## config.mk

```make
export PLATFORM = sky130hd
export DESIGN_NAME = cordic_host_if
export DESIGN_NICKNAME = d
export VERILOG_FILES = /design/src/rtl/cordic_host_if.sv
export SDC_FILE = /design/constraint.sdc
export NUM_CORES = 1
export LEC_CHECK = 0
export ABC_AREA = 0
export CAP_MARGIN = 5
export CORE_MARGIN = 5
export CORE_UTILIZATION = 55
export DETAILED_ROUTE_END_ITERATION = 7
export PLACE_DENSITY = 0.77
export SYNTH_ARGS = -nofsm -noshare
export SYNTH_HDL_FRONTEND = slang
export SYNTH_SLANG_ARGS = --single-unit
```

## constraint.sdc

```tcl
create_clock -name i_clk -period 9 [get_ports i_clk]
set_input_delay 1.35 -clock i_clk [delete_from_list [all_inputs] [get_ports i_clk]]
set_output_delay 1.35 -clock i_clk [all_outputs]
set_load 0.1 [all_outputs]
```

## src/rtl/cordic_host_if.sv

```systemverilog
// Host-side adapter for the CORDIC core: packs requests, issues them against
// result-FIFO credits, and returns unpacked results through a show-ahead FIFO.
module cordic_host_if #(
  parameter int unsigned TOTAL_WIDTH = 49,
  parameter int unsigned DATA_WIDTH  = 16,
  parameter int unsigned FIFO_DEPTH  = 8,
  parameter int unsigned CNT_W       = $clog2(FIFO_DEPTH + 1)
) (
  input  logic                   i_clk,
  input  logic                   i_rst,
  input  logic                   i_req_vld,
  output logic                   o_req_rdy,
  input  logic                   i_req_mode,
  input  logic [DATA_WIDTH-1:0]  i_req_x,
  input  logic [DATA_WIDTH-1:0]  i_req_y,
  input  logic [DATA_WIDTH-1:0]  i_req_z,
  output logic                   o_cdc_vld,
  output logic [TOTAL_WIDTH-1:0] o_cdc_data,
  input  logic                   i_cdc_vld,
  input  logic [TOTAL_WIDTH-1:0] i_cdc_data,
  output logic                   o_rsp_vld,
  input  logic                   i_rsp_rdy,
  output logic                   o_rsp_mode,
  output logic [DATA_WIDTH-1:0]  o_rsp_x,
  output logic [DATA_WIDTH-1:0]  o_rsp_y,
  output logic [DATA_WIDTH-1:0]  o_rsp_z,
  output logic [CNT_W-1:0]       o_inflight,
  output logic                   o_busy,
  output logic                   o_err
);

  localparam int unsigned PTR_W  = $clog2(FIFO_DEPTH);
  localparam int unsigned MODE_B = 3 * DATA_WIDTH;
  localparam logic [CNT_W:0]   DEPTH_U = (CNT_W + 1)'(FIFO_DEPTH);
  localparam logic [CNT_W-1:0] FULL_C  = CNT_W'(FIFO_DEPTH);

  logic [TOTAL_WIDTH-1:0] r_mem [FIFO_DEPTH];
  logic [PTR_W-1:0]       r_wptr;
  logic [PTR_W-1:0]       r_rptr;
  logic [CNT_W-1:0]       r_cnt;
  logic [CNT_W-1:0]       r_inflight;
  logic                   r_cdc_vld;
  logic [TOTAL_WIDTH-1:0] r_cdc_data;
  logic                   r_err;

  logic [CNT_W:0]         w_used;
  logic                   w_accept;
  logic                   w_pop;
  logic                   w_ret_ok;
  logic                   w_spurious;
  logic                   w_full;
  logic                   w_wr;
  logic [TOTAL_WIDTH-1:0] w_req_word;
  logic [TOTAL_WIDTH-1:0] w_head;

  // Credits: every issued request already owns a FIFO slot for its result.
  assign w_used     = {1'b0, r_inflight} + {1'b0, r_cnt};
  assign o_req_rdy  = !i_rst && (w_used < DEPTH_U);
  assign w_accept   = i_req_vld && o_req_rdy;
  assign w_pop      = (r_cnt != '0) && i_rsp_rdy;
  assign w_ret_ok   = i_cdc_vld && (r_inflight != '0);
  assign w_spurious = i_cdc_vld && (r_inflight == '0);
  assign w_full     = (r_cnt == FULL_C);
  assign w_wr       = w_ret_ok && !w_full;
  assign w_req_word = TOTAL_WIDTH'({i_req_mode, i_req_x, i_req_y, i_req_z});
  assign w_head     = r_mem[r_rptr];

  always_ff @(posedge i_clk) begin
    if (i_rst) begin
      r_cdc_vld  <= 1'b0;
      r_cdc_data <= '0;
      r_inflight <= '0;
      r_cnt      <= '0;
      r_wptr     <= '0;
      r_rptr     <= '0;
      r_err      <= 1'b0;
    end else begin
      r_cdc_vld <= w_accept;
      if (w_accept) begin
        r_cdc_data <= w_req_word;
      end

      if (w_accept && !w_ret_ok) begin
        r_inflight <= r_inflight + CNT_W'(1);
      end else if (!w_accept && w_ret_ok) begin
        r_inflight <= r_inflight - CNT_W'(1);
      end

      if (w_wr) begin
        r_wptr <= r_wptr + PTR_W'(1);
      end
      if (w_pop) begin
        r_rptr <= r_rptr + PTR_W'(1);
      end

      if (w_wr && !w_pop) begin
        r_cnt <= r_cnt + CNT_W'(1);
      end else if (!w_wr && w_pop) begin
        r_cnt <= r_cnt - CNT_W'(1);
      end

      // Sticky until reset: a result nobody asked for, or one with no slot.
      if (w_spurious || (w_ret_ok && w_full)) begin
        r_err <= 1'b1;
      end
    end
  end

  // Storage needs no reset; only pointers and count define validity.
  always_ff @(posedge i_clk) begin
    if (w_wr) begin
      r_mem[r_wptr] <= i_cdc_data;
    end
  end

  assign o_cdc_vld  = r_cdc_vld;
  assign o_cdc_data = r_cdc_data;
  assign o_inflight = r_inflight;
  assign o_err      = r_err;
  assign o_rsp_vld  = (r_cnt != '0);
  assign o_busy     = (r_inflight != '0) || (r_cnt != '0);
  assign o_rsp_mode = w_head[MODE_B];
  assign o_rsp_x    = w_head[MODE_B-1 -: DATA_WIDTH];
  assign o_rsp_y    = w_head[2*DATA_WIDTH-1 -: DATA_WIDTH];
  assign o_rsp_z    = w_head[DATA_WIDTH-1:0];

endmodule

```

# After elaboration in Yosys (flattened, before gate mapping)
# Memories as Yosys holds them, arrays and structs flattened. A register that Yosys moved wholly into a read port is not among the register bits.
# Cells that the tools add are included.
# op_classes
n_reduce_logical	24
magnitude_cmp	1
mux	8
n_addsub	7
n_eq_ne	1
# ops
operator	n
2-to-1 mux 4 bit	4
logical AND 1 bit	11
adder 4 x 1 -> 4 bit (second input constant)	2
nonzero test 4 bit	2
subtractor 4 x 1 -> 4 bit (second input constant)	2
adder 3 x 1 -> 3 bit (second input constant)	2
zero test 1 bit	6
2-to-1 mux 3 bit	2
adder 4 x 4 -> 5 bit	1
< comparator 5 x 4 -> 1 bit (second input constant)	1
== test 4 bit (second input constant)	1
zero test 4 bit	1
nonzero test 2 bit	2
logical OR 1 bit	2
2-to-1 mux 1 bit	2
# totals
ramBits	392
output_inout_bits	107
regBits	65
word_cells	49
memories	1
inputBits	103
# mem_list
memory	depth	word_bits	rd	rd_clocked_by_memory_dff	write_ports	line	rtl
r_mem	8	49	1	1	1	37	logic [TOTAL_WIDTH-1:0] r_mem [FIFO_DEPTH];

# Logic depth before layout (Yosys ltp)
# depth
depth_word	8
mapped_depth	11
ltp_nobuf	10

# Worst setup path after synthesis
# OpenSTA, ideal clock, no wires.
# synth_timing
path_type	input to register
from	input i_cdc_vld
to	memory r_mem[1][0] (enable)
cell_stages	3
slack_ps	2109
setup_ps	577
arrival_ps	6314
t_required_ps	8423
n_path_buf	1
cell_sequence	clkbuf_1 > nand2_1 > nor4_1
# synth_via
elab_chain_cells	4
# synth_lines
item	line	rtl
start: declaration	19	input logic i_cdc_vld,
logical AND 1 bit	61	assign w_ret_ok = i_cdc_vld && (r_inflight != '0);
logical AND 1 bit	64	assign w_wr = w_ret_ok && !w_full;
2-to-1 mux 1 bit	111	if (w_wr) begin
2-to-1 mux 1 bit (implied by the code)	112	r_mem[r_wptr] <= i_cdc_data;
end: declaration	37	
# No other way between the ends.

==> metrics <==
Synth Net Count=959; # resized after CTS=0; Area Overhead vs Synth=23.16%; drt pass-1 iters=6; footprint of the multi-input gates=4121 sq um; Synth cell types=33; VDD IR max=0.0001989 V; max-cap viol count=0; CP arrival=3.78 ns; max_slew headroom=28.50%; Design Area, Final=21510 sq um; vias per cell=5.676; Total Wirelength=34.47 mm; Post-Syn Area per Cell=20.72 sq um; # clock sinks=460; crit-path max cell delay=0.97 ns; Synth Cell Area=17460 sq um; Crit Path Category=reg2out; sw frac=37.47%; Post-Syn Instances=843; Starting DRT DRC Count=764; Max H-tree Level=2; status=finished, final reports clean; setup_tns=0 ns; endpoints failing hold=0; Worst Clk Skew=0.01567 ns; hold path depth=2; most frequent cells in the layout=edfxtp_1 (392), clkdlybuf4s50_1 (208), mux4_2 (98), nor2_1 (68), dfxtp_1 (65); Ports=210; Tmin final=5.130 ns; routed len/inst=22.77 microns; LEAKAGE=6.939 nW; register area share after synthesis=75.20%; R2R Setup Slk=6.03 ns; Initial Util=55.49%; Final setup viols=0; combinational power share=36.5%; CTS Buf Count=47; Clk pwr share=26.6%; Reg area=13140 sq um; worst r2r src=o_inflight[3]; core area=31470 sq um; Req. time, crit path=7.65 ns; Final GP Congestion=0.7310; max frequency=194.9 MHz; Startpoint Class=flop; final core occ=68.34%; Int Power=4.401 mW; DP Area=20000 sq um; Seq pwr share=36.9%; TritonCTS clock tree=yes; hpwl dp=18.83 mm; warnings from Yosys=0; Psw=2.637 mW; Critical Path, Cell by Cell=buf_4, mux4_2, mux2_2, clkdlybuf4s50_1; Total GRT Usage=19.58%; Hold Crit Start=o_cdc_data[21]; reg2reg path depth=10; Max clock buf depth=3; grt ovf=0; slowest cell on the critical path=clkdlybuf4s50_1; largest net degree at the start of global routing=69; DRC Markers=0; Final ANT Viol Nets=0; # rows=65; number of fill cells=1995; CTS Hold Bufs=0; Buffers on Ports=209; Die X=188.2 microns; Die Area=35420 sq um; hold endpoint=o_cdc_data[21]; crit share post-route=57.00%; Vias=8593; #FFs+latches synth=460; P per Cell Area=327.2 nW/um^2; clk slew on worst S/H paths=0.06 ns; CP max FO=52; ANT cells=0; RSZ-0062 raised after global routing=no; Buf+Inv Stages, Crit Path=2; share of cells above drive strength 1=22.39%; most common cell after layout, fill and taps aside=edfxtp_1; vias in the first global route=9211; Tightest Pin Transition=1.069 ns; nets=1190; Hold Path Class=reg2reg; Root Driver=clkbuf_16; antenna violations before repair=1; family with the most delay on the worst path=buffers and inverters; Setup Buffers After CTS=0; max-slew violations=0; die height=188.2 microns; critical path endpoint category=output port; FF-to-FF End=o_inflight[3]; first-pass GRT wire length=53.73 mm; clk_lat worst skew=0.54 ns
==> cells in the mapped netlist <==
master,instances,area (sq um)
buf_8,5,75.07
fa_1,2,40.04
xor2_1,5,43.79
or2_1,1,6.260
a211oi_4,1,20.02
nand2_1,6,22.52
edfxtp_1,392,11770
mux2_2,49,551.8
inv_1,5,18.77
a211oi_1,3,22.52
a31oi_1,2,12.51
or3_1,1,6.260
buf_4,1,7.510
or4_4,1,11.26
a31o_2,1,8.760
mux2i_1,52,520.5
mux4_2,98,2207
buf_1,3,11.26
dfxtp_1,68,1361
nor2_1,70,262.8
xnor2_1,3,26.28
nor4_1,2,12.51
nand3_1,7,35.03
clkbuf_1,24,90.09
or4b_1,1,10.01
or4_1,2,15.01
and2b_1,2,15.01
and4_1,1,8.760
ha_1,11,137.6
buf_2,11,55.05
mux2_1,2,22.52
a21oi_1,7,35.03
nor3_1,4,20.02
==> power by group through the flow <==
stage	clock [mW]	combinational (mW)	sequential, mW
after floorplan	0	1.80	2.87
after global placement	0	2.58	2.63
after global routing	2.01	2.69	2.62
final	1.87	2.57	2.60
after CTS	1.92	2.60	2.60
after detailed placement	0	2.59	2.64
==> tightest hold or removal path: stages (launching register included) <==
cell and delay [ns]:
dfxtp_1 0.32, mux2i_1 0.06, nor2_1 0.07
==> per-stage QoR <==
step / setup WS (ns) / std cells / hold slack (ns) / power [mW]
detailed placement: 3.963 / 1427 / 0.4855 / 5.234
global placement: 3.965 / 1427 / 0.4702 / 5.206
floorplan: 2.109 / 843 / 0.4541 / 4.672
global route: 3.693 / 1514 / 0.5236 / 7.319
finish: 3.870 / 1514 / 0.4934 / 7.038
CTS: 3.770 / 1514 / 0.4976 / 7.118
==> flip-flops by register name (all words and copies together), names as in the netlist, named ones only <==
signal / cells
r_wptr: 3
r_rptr: 3
o_cdc_data: 49
o_err: 1
r_cnt: 4
o_cdc_vld: 1
r_mem: 392
o_inflight: 4
==> cell type report <==
class,instances,area share (%)
Clock buffer,55,5.707
Clock inverter,32,1.309
Inverter,5,0.08726
Multi-Input combinational cell,334,19.16
Sequential cell,460,61.10
Tap cell,402,2.339
Timing Repair Buffer,226,10.30
==> kinds of logic (layout without fill, tap and decap cells) <==
family,count (synthesis),after routing,synth area share [%]
xor+xnor,8,8,0.4012
compound gates,14,14,0.5660
buf+inv,49,318,1.476
simple gates,98,98,2.436
flops,460,460,75.20
fa+ha+maj,13,13,1.017
mux,201,201,18.91
==> routing by layer <==
| layer | routed length [microns] | global-route usage [%] | vias up |
|---|---|---|---|
| met2 | 17040 | 32.18 | 307 |
| met5 | 13 | 0 | - |
| li1 | - | - | 3862 |
| met1 | 14120 | 26.60 | 4380 |
| met4 | 475 | 3.840 | 2 |
| met3 | 2831 | 5.835 | 42 |
==> worst max path at each step <==
stage | startpoint | endpoint | slack (ns) | depth (start not counted)
after floorplan | i_cdc_vld | r_mem[1][0] | 2.11 | 3
after global placement | i_rst | o_req_rdy | 3.96 | 5
after detailed placement | i_rst | o_req_rdy | 3.96 | 5
after CTS | flop | o_rsp_y[6] | 3.77 | 4
after global routing | flop | o_rsp_x[6] | 3.69 | 4
final | flop | o_rsp_x[6] | 3.87 | 4
No activity file was read; power rests on OpenSTA's default activity.
